`config.mk`:
```
export PLATFORM = sky130hd
export DESIGN_NAME = simd_run_ctrl
export DESIGN_NICKNAME = d
export VERILOG_FILES = /design/src/rtl/simd_run_ctrl.sv
export SDC_FILE = /design/constraint.sdc
export NUM_CORES = 1
export LEC_CHECK = 0
export BUFFER_PORTS_ARGS = -buffer_cell sky130_fd_sc_hd__buf_2
export CELL_PAD_IN_SITES_DETAIL_PLACEMENT = 1
export CELL_PAD_IN_SITES_GLOBAL_PLACEMENT = 2
export CORE_AREA = 2 2 305 307
export DETAILED_ROUTE_END_ITERATION = 7
export DIE_AREA = 0 0 307 309
export PLACE_DENSITY_LB_ADDON = 0.2
export SLEW_MARGIN = 25
export SYNTH_ARGS = -nofsm -noshare
export SYNTH_HDL_FRONTEND = slang
export SYNTH_SLANG_ARGS = --single-unit
```
`constraint.sdc`:
```
create_clock -name clk -period 4.4 [get_ports clk]
set_input_delay 0.88 -clock clk [delete_from_list [all_inputs] [get_ports clk]]
set_output_delay 0.88 -clock clk [all_outputs]
set_load 0.02 [all_outputs]
```
`src/rtl/simd_run_ctrl.sv`:
```
// Host-side sequencer for datapath_top. It takes one command at a time and
// runs it to completion. A command either streams rows into BRAM A, B or INS,
// runs the loaded program and waits for it to finish, or streams BRAM R back
// to the host.
module simd_run_ctrl #(
  parameter int PE_COUNT       = 4,
  parameter int DATA_WIDTH     = 32,
  parameter int BRAM_DEPTH     = 1024,
  parameter int ADDR_WIDTH     = $clog2(BRAM_DEPTH),
  parameter int INS_ADDR_WIDTH = 11,
  parameter int INS_WIDTH      = 64,
  parameter int RD_LAT         = 2,
  parameter int RUN_TIMEOUT    = 65535
) (
  input  logic                             clk,
  input  logic                             rst,
  input  logic                             cmd_valid,
  output logic                             cmd_ready,
  input  logic [2:0]                       cmd_op,
  input  logic [INS_ADDR_WIDTH-1:0]        cmd_addr,
  input  logic [INS_ADDR_WIDTH-1:0]        cmd_len,
  input  logic                             wr_valid,
  output logic                             wr_ready,
  input  logic [PE_COUNT*DATA_WIDTH-1:0]   wr_data,
  output logic                             rd_valid,
  input  logic                             rd_ready,
  output logic [PE_COUNT*DATA_WIDTH-1:0]   rd_data,
  input  logic                             pause_req,
  output logic                             busy,
  output logic                             done,
  output logic                             err,
  output logic                             stall,
  output logic                             in_data_valid,
  input  logic                             out_data_valid,
  output logic                             bram_a_wr_en,
  output logic [ADDR_WIDTH-1:0]            bram_a_wr_addr,
  output logic [PE_COUNT*DATA_WIDTH-1:0]   bram_a_wr_data,
  output logic                             bram_b_wr_en,
  output logic [ADDR_WIDTH-1:0]            bram_b_wr_addr,
  output logic [PE_COUNT*DATA_WIDTH-1:0]   bram_b_wr_data,
  output logic                             bram_ins_wr_en,
  output logic [INS_ADDR_WIDTH-1:0]        bram_ins_wr_addr,
  output logic [INS_WIDTH-1:0]             bram_ins_wr_data,
  output logic [INS_ADDR_WIDTH-1:0]        bram_r_r_addr,
  input  logic [PE_COUNT*DATA_WIDTH-1:0]   bram_r_r_data
);

  localparam int TMO_W = $clog2(RUN_TIMEOUT + 1);
  localparam int SUB_W = 8;

  localparam logic [2:0] S_IDLE    = 3'd0;
  localparam logic [2:0] S_LOAD    = 3'd1;
  localparam logic [2:0] S_START   = 3'd2;
  localparam logic [2:0] S_WAIT    = 3'd3;
  localparam logic [2:0] S_RD_ADDR = 3'd4;
  localparam logic [2:0] S_RD_WAIT = 3'd5;
  localparam logic [2:0] S_RD_OUT  = 3'd6;
  localparam logic [2:0] S_ERR     = 3'd7;

  localparam logic [2:0] OP_LOAD_A   = 3'd0;
  localparam logic [2:0] OP_LOAD_B   = 3'd1;
  localparam logic [2:0] OP_LOAD_INS = 3'd2;
  localparam logic [2:0] OP_RUN      = 3'd3;
  localparam logic [2:0] OP_READ_R   = 3'd4;

  localparam logic [INS_ADDR_WIDTH-1:0] ADDR_ONE   = INS_ADDR_WIDTH'(1);
  localparam logic [TMO_W-1:0]          TMO_LAST   = TMO_W'(RUN_TIMEOUT - 1);
  localparam logic [SUB_W-1:0]          RD_LAST    = SUB_W'(RD_LAT - 1);
  localparam logic [SUB_W-1:0]          START_LAST = SUB_W'(1);

  logic [2:0]                state;
  logic [2:0]                op_q;
  logic [INS_ADDR_WIDTH-1:0] len_q;
  logic [INS_ADDR_WIDTH-1:0] cur_addr;
  logic [INS_ADDR_WIDTH-1:0] beat_cnt;
  logic [SUB_W-1:0]          sub_cnt;
  logic [TMO_W-1:0]          tmo_cnt;
  logic                      ovd_p0;
  logic                      pause_p0;
  logic                      wr_hs;
  logic                      rd_capture;

  // Handshake qualifiers and state-decoded outputs
  always_comb begin
    cmd_ready     = (state == S_IDLE) && !rst;
    wr_ready      = (state == S_LOAD);
    rd_valid      = (state == S_RD_OUT);
    in_data_valid = (state == S_START);
    stall         = (state == S_WAIT) && pause_p0;
    busy          = (state != S_IDLE);
    wr_hs         = (state == S_LOAD) && wr_valid;
    rd_capture    = (state == S_RD_WAIT) && (sub_cnt == RD_LAST);
  end

  // Command sequencer: state, beat/address counters, run timeout, done/err
  always_ff @(posedge clk) begin
    if (rst) begin
      state         <= S_IDLE;
      op_q          <= 3'd0;
      len_q         <= '0;
      cur_addr      <= '0;
      beat_cnt      <= '0;
      sub_cnt       <= '0;
      tmo_cnt       <= '0;
      ovd_p0        <= 1'b0;
      pause_p0      <= 1'b0;
      done          <= 1'b0;
      err           <= 1'b0;
      bram_r_r_addr <= '0;
    end else begin
      done     <= 1'b0;
      ovd_p0   <= out_data_valid;
      pause_p0 <= pause_req;
      case (state)
        S_IDLE: begin
          if (cmd_valid) begin
            op_q     <= cmd_op;
            len_q    <= cmd_len;
            cur_addr <= cmd_addr;
            beat_cnt <= '0;
            sub_cnt  <= '0;
            tmo_cnt  <= '0;
            err      <= 1'b0;
            case (cmd_op)
              OP_LOAD_A, OP_LOAD_B, OP_LOAD_INS: state <= S_LOAD;
              OP_RUN:                            state <= S_START;
              OP_READ_R: begin
                bram_r_r_addr <= cmd_addr;
                state         <= S_RD_ADDR;
              end
              default: begin
                // ERR cycle itself shows err and the done pulse
                err   <= 1'b1;
                done  <= 1'b1;
                state <= S_ERR;
              end
            endcase
          end
        end
        S_LOAD: begin
          if (wr_valid) begin
            cur_addr <= cur_addr + ADDR_ONE;
            beat_cnt <= beat_cnt + ADDR_ONE;
            if (beat_cnt == len_q) begin
              // done lines up with the last write enable
              done  <= 1'b1;
              state <= S_IDLE;
            end
          end
        end
        S_START: begin
          if (sub_cnt == START_LAST) begin
            sub_cnt <= '0;
            tmo_cnt <= '0;
            state   <= S_WAIT;
          end else begin
            sub_cnt <= sub_cnt + SUB_W'(1);
          end
        end
        S_WAIT: begin
          // only a fresh rising edge completes; a level left over from a prior run does not
          if (out_data_valid && !ovd_p0) begin
            done  <= 1'b1;
            state <= S_IDLE;
          end else if (!pause_p0) begin
            if (tmo_cnt == TMO_LAST) begin
              err   <= 1'b1;
              done  <= 1'b1;
              state <= S_ERR;
            end else begin
              tmo_cnt <= tmo_cnt + TMO_W'(1);
            end
          end
        end
        S_RD_ADDR: begin
          sub_cnt <= '0;
          state   <= S_RD_WAIT;
        end
        S_RD_WAIT: begin
          if (sub_cnt == RD_LAST) begin
            state <= S_RD_OUT;
          end else begin
            sub_cnt <= sub_cnt + SUB_W'(1);
          end
        end
        S_RD_OUT: begin
          if (rd_ready) begin
            if (beat_cnt == len_q) begin
              done  <= 1'b1;
              state <= S_IDLE;
            end else begin
              cur_addr      <= cur_addr + ADDR_ONE;
              bram_r_r_addr <= cur_addr + ADDR_ONE;
              beat_cnt      <= beat_cnt + ADDR_ONE;
              state         <= S_RD_ADDR;
            end
          end
        end
        default: state <= S_IDLE;
      endcase
    end
  end

  // Write-port and read-data registers; address/data hold between beats
  always_ff @(posedge clk) begin
    if (rst) begin
      bram_a_wr_en     <= 1'b0;
      bram_a_wr_addr   <= '0;
      bram_a_wr_data   <= '0;
      bram_b_wr_en     <= 1'b0;
      bram_b_wr_addr   <= '0;
      bram_b_wr_data   <= '0;
      bram_ins_wr_en   <= 1'b0;
      bram_ins_wr_addr <= '0;
      bram_ins_wr_data <= '0;
      rd_data          <= '0;
    end else begin
      bram_a_wr_en   <= 1'b0;
      bram_b_wr_en   <= 1'b0;
      bram_ins_wr_en <= 1'b0;
      if (wr_hs) begin
        case (op_q)
          OP_LOAD_A: begin
            bram_a_wr_en   <= 1'b1;
            bram_a_wr_addr <= cur_addr[ADDR_WIDTH-1:0];
            bram_a_wr_data <= wr_data;
          end
          OP_LOAD_B: begin
            bram_b_wr_en   <= 1'b1;
            bram_b_wr_addr <= cur_addr[ADDR_WIDTH-1:0];
            bram_b_wr_data <= wr_data;
          end
          OP_LOAD_INS: begin
            bram_ins_wr_en   <= 1'b1;
            bram_ins_wr_addr <= cur_addr;
            bram_ins_wr_data <= wr_data[INS_WIDTH-1:0];
          end
          default: ;
        endcase
      end
      if (rd_capture) begin
        rd_data <= bram_r_r_data;
      end
    end
  end

endmodule

```
==> results.ini, run 1 <==
[status]
outcome = finished clean

[layout]
area_delta_synth_final_pct = 34.94
finalNonFillerCells = 4586
fin_area_um2 = 28060
fin_nets = 3627
layout-drive-gt1-share = 0.2771

[global_route]
overflow = 0
grt_max_degree = 195
grt_pass1_vias = 21200
gr-usage-all-layers = 0.1892
grt_pass1_wl_um = 137500
grt_antenna_before_repair = 34

[logic_synthesis]
synth_nets = 2944
synthAdderAreaFrac = 0.003610
syn_inst = 2650
syn-cell-area_um2 = 20800
async_reset_ff_frac = 0
synthFlopType = dfxtp_1
synth_seq_area_share = 0.5391
ys_warn_count = 0
ys_types = 63
synth_edf_count = 0
synth_compound_area_frac = 0.1670
syn_area_per_cell_um2 = 7.848
synth_area_leaders = dfxtp_1, nand2_1, a21oi_1
synthMuxAreaShare = 0.003429
yosysTopAreaCellShare = 0.5391
synth-seq-cells = 560
synthMostInstantiatedCell = nand2_1
synthTopCellsByCount = nand2_1, dfxtp_1, a21oi_1, clkbuf_1, buf_2
synth_top_area_cell = dfxtp_1
synth_xor_xnor_area_share = 0.01137
yosys.area_share.simple = 0.2305
synth_top_family_by_area = simple AND/OR/NAND/NOR gates

[worst_setup_path]
cp_slowest_stage_delay_ps = 680
setup.worst_path.start = state[2]
cp_top_family = buffers and inverters
crit_fanout = 18
crit_end = rd_valid
r2r_cells = 4
startpoint_type = flop
endpoint_kind = output pin
cp.required_ps = 3520
cp.depth = 3
crit_type = reg2out
reg2reg_from = state[2]
crit_slowest_cell = dfxtp_1
path_buf_inv = 2
r2r_slack_ps = 1210
reg2reg_to = bram_r_r_addr[5]
cp.arrival_ps = 2630
crit_chain = nand3b_1 > inv_2 > buf_2

[timing]
finalHoldViolations = 0
rsz0062_at_grt = no
drv_slew = 0
min_period_ps = 3507
worstMarginPinSlew_ps = 992.4
post-route-period-util = 0.7971
setup_viol = 0
skew_ps = 17.88
slew_headroom = 0.3384
fin_tns_setup_ps = 0
whs_ps = 449.7
clock.fmax_ghz = 0.2851

[route]
vias = 20980
wire_per_inst_um = 20.56
wl_um = 94270
vias_per_cell = 4.575
drt_pass1_iterations = 5
final_antenna_net_count = 0
drt_iter0_drc = 1186
drcViolationCount = 0

[power]
swShare = 0.3069
p_int_w = 0.009511
p_leak_nw = 11.51
ir_worst_vdd_v = 0.0002181
pwr-share-clk = 0.425
powerDensity_nw_per_um2 = 489.0
combPwrFrac = 0.164
seqPwrFrac = 0.411
switchingPower_w = 0.004211

[floorplan]
io_pins = 789
die_h_um = 309
initial_core_util = 0.2276
die_x_um = 307
dieArea_um2 = 94860
core_area_um2 = 91390
rows = 111

[placement]
gp_congestion = 0.8147
dp.cells = 4447
post-dp-hpwl_um = 66740
port_buffers = 788
postPlaceCellArea_um2 = 25690

[cts]
clock_latency_ps = 610
cts.sinks = 560
cts_root_buffer = clkbuf_16
cts_tree = done
cts_max_level = 3
clock_path_buffers = 3
post_cts_resized = 0
path_clk_slew_ps = 50
cts_hold_buf = 0
cts-buffers-inserted = 70
post-cts-setup-buffers = 0

[hold_path]
hp-class = reg2reg

[flow_run]
cap_viol_max_count = 0

==> metrics by stage <==
step | util | worst slack [ps] | power (W)
after CTS | 0.3067 | 850.1 | 0.01398
after floorplan | - | 1698 | 0.007056
after global routing | 0.3070 | 618.2 | 0.01441
after global placement | 0.2810 | 1399 | 0.007958
final | 0.3071 | 892.9 | 0.01372
after detailed placement | 0.2811 | 1216 | 0.008031
==> worst min-delay path by stage <==
stage / startpoint / endpoint / slack (ps) / cells after the start
2_1_floorplan: op_q[2] / op_q[2] / 430 / 2
3_3_place_gp: bram_a_wr_data[93] / bram_a_wr_data[93] / 440 / 2
3_5_place_dp: bram_a_wr_data[0] / bram_a_wr_data[0] / 450 / 2
4_1_cts: bram_r_r_data[84] / rd_data[84] / 440 / 3
5_1_grt: bram_b_wr_data[40] / bram_b_wr_data[40] / 460 / 2
6_report: bram_a_wr_data[52] / bram_a_wr_data[52] / 450 / 2
==> layout by cell type, fill, tap and decap left out, types with 5 or more instances in the layout <==
master / n
nand3_1: 25
nor2b_1: 6
nor4_1: 5
o211ai_1: 15
o41ai_1: 6
buf_2: 787
clkbuf_8: 21
or4_1: 15
dfxtp_1: 560
nor2_1: 48
o31ai_1: 19
buf_12: 8
clkbuf_1: 19
xor2_1: 12
nor3_1: 10
buf_4: 16
nand2_1: 1016
clkinv_2: 8
a211oi_1: 6
ha_1: 6
o21ai_0: 28
a31oi_1: 7
diode_2: 11
and3_1: 6
mux2i_1: 6
xnor2_1: 15
clkbuf_16: 71
inv_1: 11
nand4_1: 16
or3_1: 10
a21oi_1: 533
==> kinds of logic after synthesis <==
| family | count (synthesis) |
|---|---|
| XOR/XNOR | 27 |
| AO/OA/AOI/OAI | 647 |
| AND/OR/NAND/NOR | 1189 |
| buffers and inverters | 214 |
| flip-flops | 560 |
| adder cells (fa/ha/maj) | 6 |
| multiplexers | 7 |
==> layer usage <==
| metal | global-route usage | share of wire |
|---|---|---|
| met5 | 0 | 0.0022 |
| met4 | 0.06239 | 0.031 |
| met3 | 0.07769 | 0.088 |
| met2 | 0.3235 | 0.48 |
| met1 | 0.2133 | 0.40 |
==> sequential cells by signal (all words and copies together), names as in the netlist, 11 cells and up <==
name / flops
bram_a_wr_data: 128
bram_b_wr_data: 128
rd_data: 128
bram_ins_wr_data: 64
tmo_cnt: 16
beat_cnt: 11
bram_ins_wr_addr: 11
bram_r_r_addr: 11
cur_addr: 11
len_q: 11
==> power by group through the flow <==
stage | clock network (W) | logic [W] | registers (W)
5_1_grt | 0.00624 | 0.00248 | 0.00569
4_1_cts | 0.00605 | 0.00228 | 0.00565
3_5_place_dp | 0 | 0.00228 | 0.00575
3_3_place_gp | 0 | 0.00222 | 0.00574
6_report | 0.00583 | 0.00225 | 0.00564
2_1_floorplan | 0 | 0.00121 | 0.00584
==> cell type report <==
type                       instances  area [µm²]
tap                             1186        1484
clock buffer                     111        2137
sequential                       560       11210
antenna                           11       27.53
clock inverter                    17       201.4
fill                           11130       63320
multi-input combinational       1876        8718
timing repair buffer             812        4234
inverter                          13       48.80
==> worst min-delay path: stages, from the launching register on <==
cell and delay, ps:
dfxtp_1 300, nand2_1 50, a21oi_1 50
Note: power is estimated with default switching activity, not from simulation.
==> run 2, diff against run 1 <==
- CORE_AREA: 2 2 305 307 -> 2 2 307 309
- DIE_AREA: 0 0 307 309 -> 0 0 309 311
- clock period: 4.4 -> 3.3 ns (I/O delays scaled with it)
==> results.ini, run 2 (synthesis gave the netlist of run 1 again) <==
[timing]
setup_viol = 0
whs_ps = 254.5
min_period_ps = 2804
post-route-period-util = 0.8498
fin_tns_setup_ps = 0
finalHoldViolations = 0
clock.fmax_ghz = 0.3566
slew_headroom = 0.3986
worstMarginPinSlew_ps = 902.1
drv_slew = 0
setup_ws_ps = 495.7
skew_ps = 14.76
rsz0062_at_grt = no

[worst_setup_path]
cp_top_family = flip-flops
crit_type = reg2out
reg2reg_from = state[1]
crit_chain = nand3b_1 > inv_2 > buf_4 > buf_2
crit_fanout = 18
startpoint_type = flop
r2r_cells = 6
r2r_slack_ps = 700
cp.required_ps = 2640
cp.arrival_ps = 2140
path_buf_inv = 3
reg2reg_to = cur_addr[10]
crit_slowest_cell = dfxtp_1
endpoint_kind = output pin
cp_slowest_stage_delay_ps = 690

[route]
drt_pass1_iterations = 4
wl_um = 95820
drt_iter0_drc = 1171
vias = 21180
vias_per_cell = 4.519
drcViolationCount = 0
wire_per_inst_um = 20.44
final_antenna_net_count = 0

[hold_path]
hold_depth = 2
worstHoldEndpoint = pause_p0
hp-class = in2reg
hp-start = pause_req

[layout]
fin_nets = 3654
n_fill_cell = 11340
layout_commonest_cell = nand2_1
area_delta_synth_final_pct = 37.27
multiInputGateArea_um2 = 8703
regArea_um2 = 11210
reg_top3 = bram_a_wr_data (128), bram_b_wr_data (128), rd_data (128)
finalNonFillerCells = 4687
final_cell_mix = nand2_1, buf_2, dfxtp_1, a21oi_1, clkbuf_16
layout-drive-gt1-share = 0.2837

[global_route]
gr-usage-all-layers = 0.1917
grt_antenna_before_repair = 37
grt_pass1_vias = 21930
overflow = 0
grt_max_degree = 175
grt_pass1_wl_um = 140700

[power]
ir_worst_vdd_v = 0.0003211
powerDensity_nw_per_um2 = 660.8
p_leak_nw = 11.74
p_total_w = 0.01886

[cts]
clock_latency_ps = 630
post-cts-setup-buffers = 0
clock_path_buffers = 3
post_cts_resized = 0
cts_root_buffer = clkbuf_16
cts.sinks = 560
cts_max_level = 3
cts-buffers-inserted = 73
path_clk_slew_ps = 60
cts_hold_buf = 0
cts_tree = done

[floorplan]
rows = 112
initial_core_util = 0.2242
die_x_um = 309
dieArea_um2 = 96100
die_h_um = 311
core_area_um2 = 92770
io_pins = 789

[placement]
dp.cells = 4539
port_buffers = 788
dp_slack_ps = 723.0
post-dp-hpwl_um = 69640
gp_congestion = 0.8119

[flow_run]
cap_viol_max_count = 0

[status]
outcome = finished clean

-- run 2: cell types whose count changed in the layout (fill, tap and decap cells not counted), sizes merged --
cell,delta
clkinvlp,-1
buf,+24
inv,+4
diode,+3
clkinv,+7
clkbuf,-11
bufinv,+7
-- run 2: worst max path at each step --
stage / startpoint / end / depth (start not counted)
2_1_floorplan: rst / cmd_ready / 4
3_3_place_gp: state[2] / bram_b_wr_data[65] / 7
3_5_place_dp: state[1] / bram_b_wr_data[69] / 7
4_1_cts: state[1] / rd_valid / 4
5_1_grt: state[1] / rd_valid / 4
6_report: state[1] / rd_valid / 4
-- run 2: worst register-to-register path: stages (launching register included) --
cell and delay [ps]:
dfxtp_1 690, nand3b_1 250, buf_4 250, nor4_2 570, buf_12 260, nor3_1 80
a2111oi_0 380
-- run 2: layout make-up --
| cell class | instances | area share |
|---|---|---|
| diodes | 14 | 0.001227 |
| repair buffers | 836 | 0.1581 |
| clock inverters | 34 | 0.01569 |
| clock buffers | 100 | 0.07070 |
| multi-input cells | 1876 | 0.3049 |
| flip-flops and latches | 560 | 0.3927 |
| well taps | 1254 | 0.05496 |
| inverters | 13 | 0.001709 |
-- run 2: power breakdown --
part	internal (W)	total (W)	switching, W	leakage (nW)
Combinational	0.000994	0.00311	0.00212	5.99
Clock	0.00502	0.00826	0.00324	1.22
Sequential	0.00713	0.00749	0.000358	4.52
Total	0.0131	0.0189	0.00572	11.7
-- run 2: routing by layer --
layer | up-vias | track usage | share of wire
li1 | 10230 | - | -
met1 | 10090 | 0.2098 | 0.39
met2 | 681 | 0.3345 | 0.49
met3 | 159 | 0.06859 | 0.086
met4 | 28 | 0.07613 | 0.032
met5 | - | 0 | 0.0020
-- run 2: metrics by stage --
step                      instance area [µm²]  utilization
after floorplan                         20800            -
after global placement                  26050       0.2808
after detailed placement                26050       0.2808
after CTS                               28510       0.3073
after global routing                    28530       0.3076
final                                   28550       0.3077
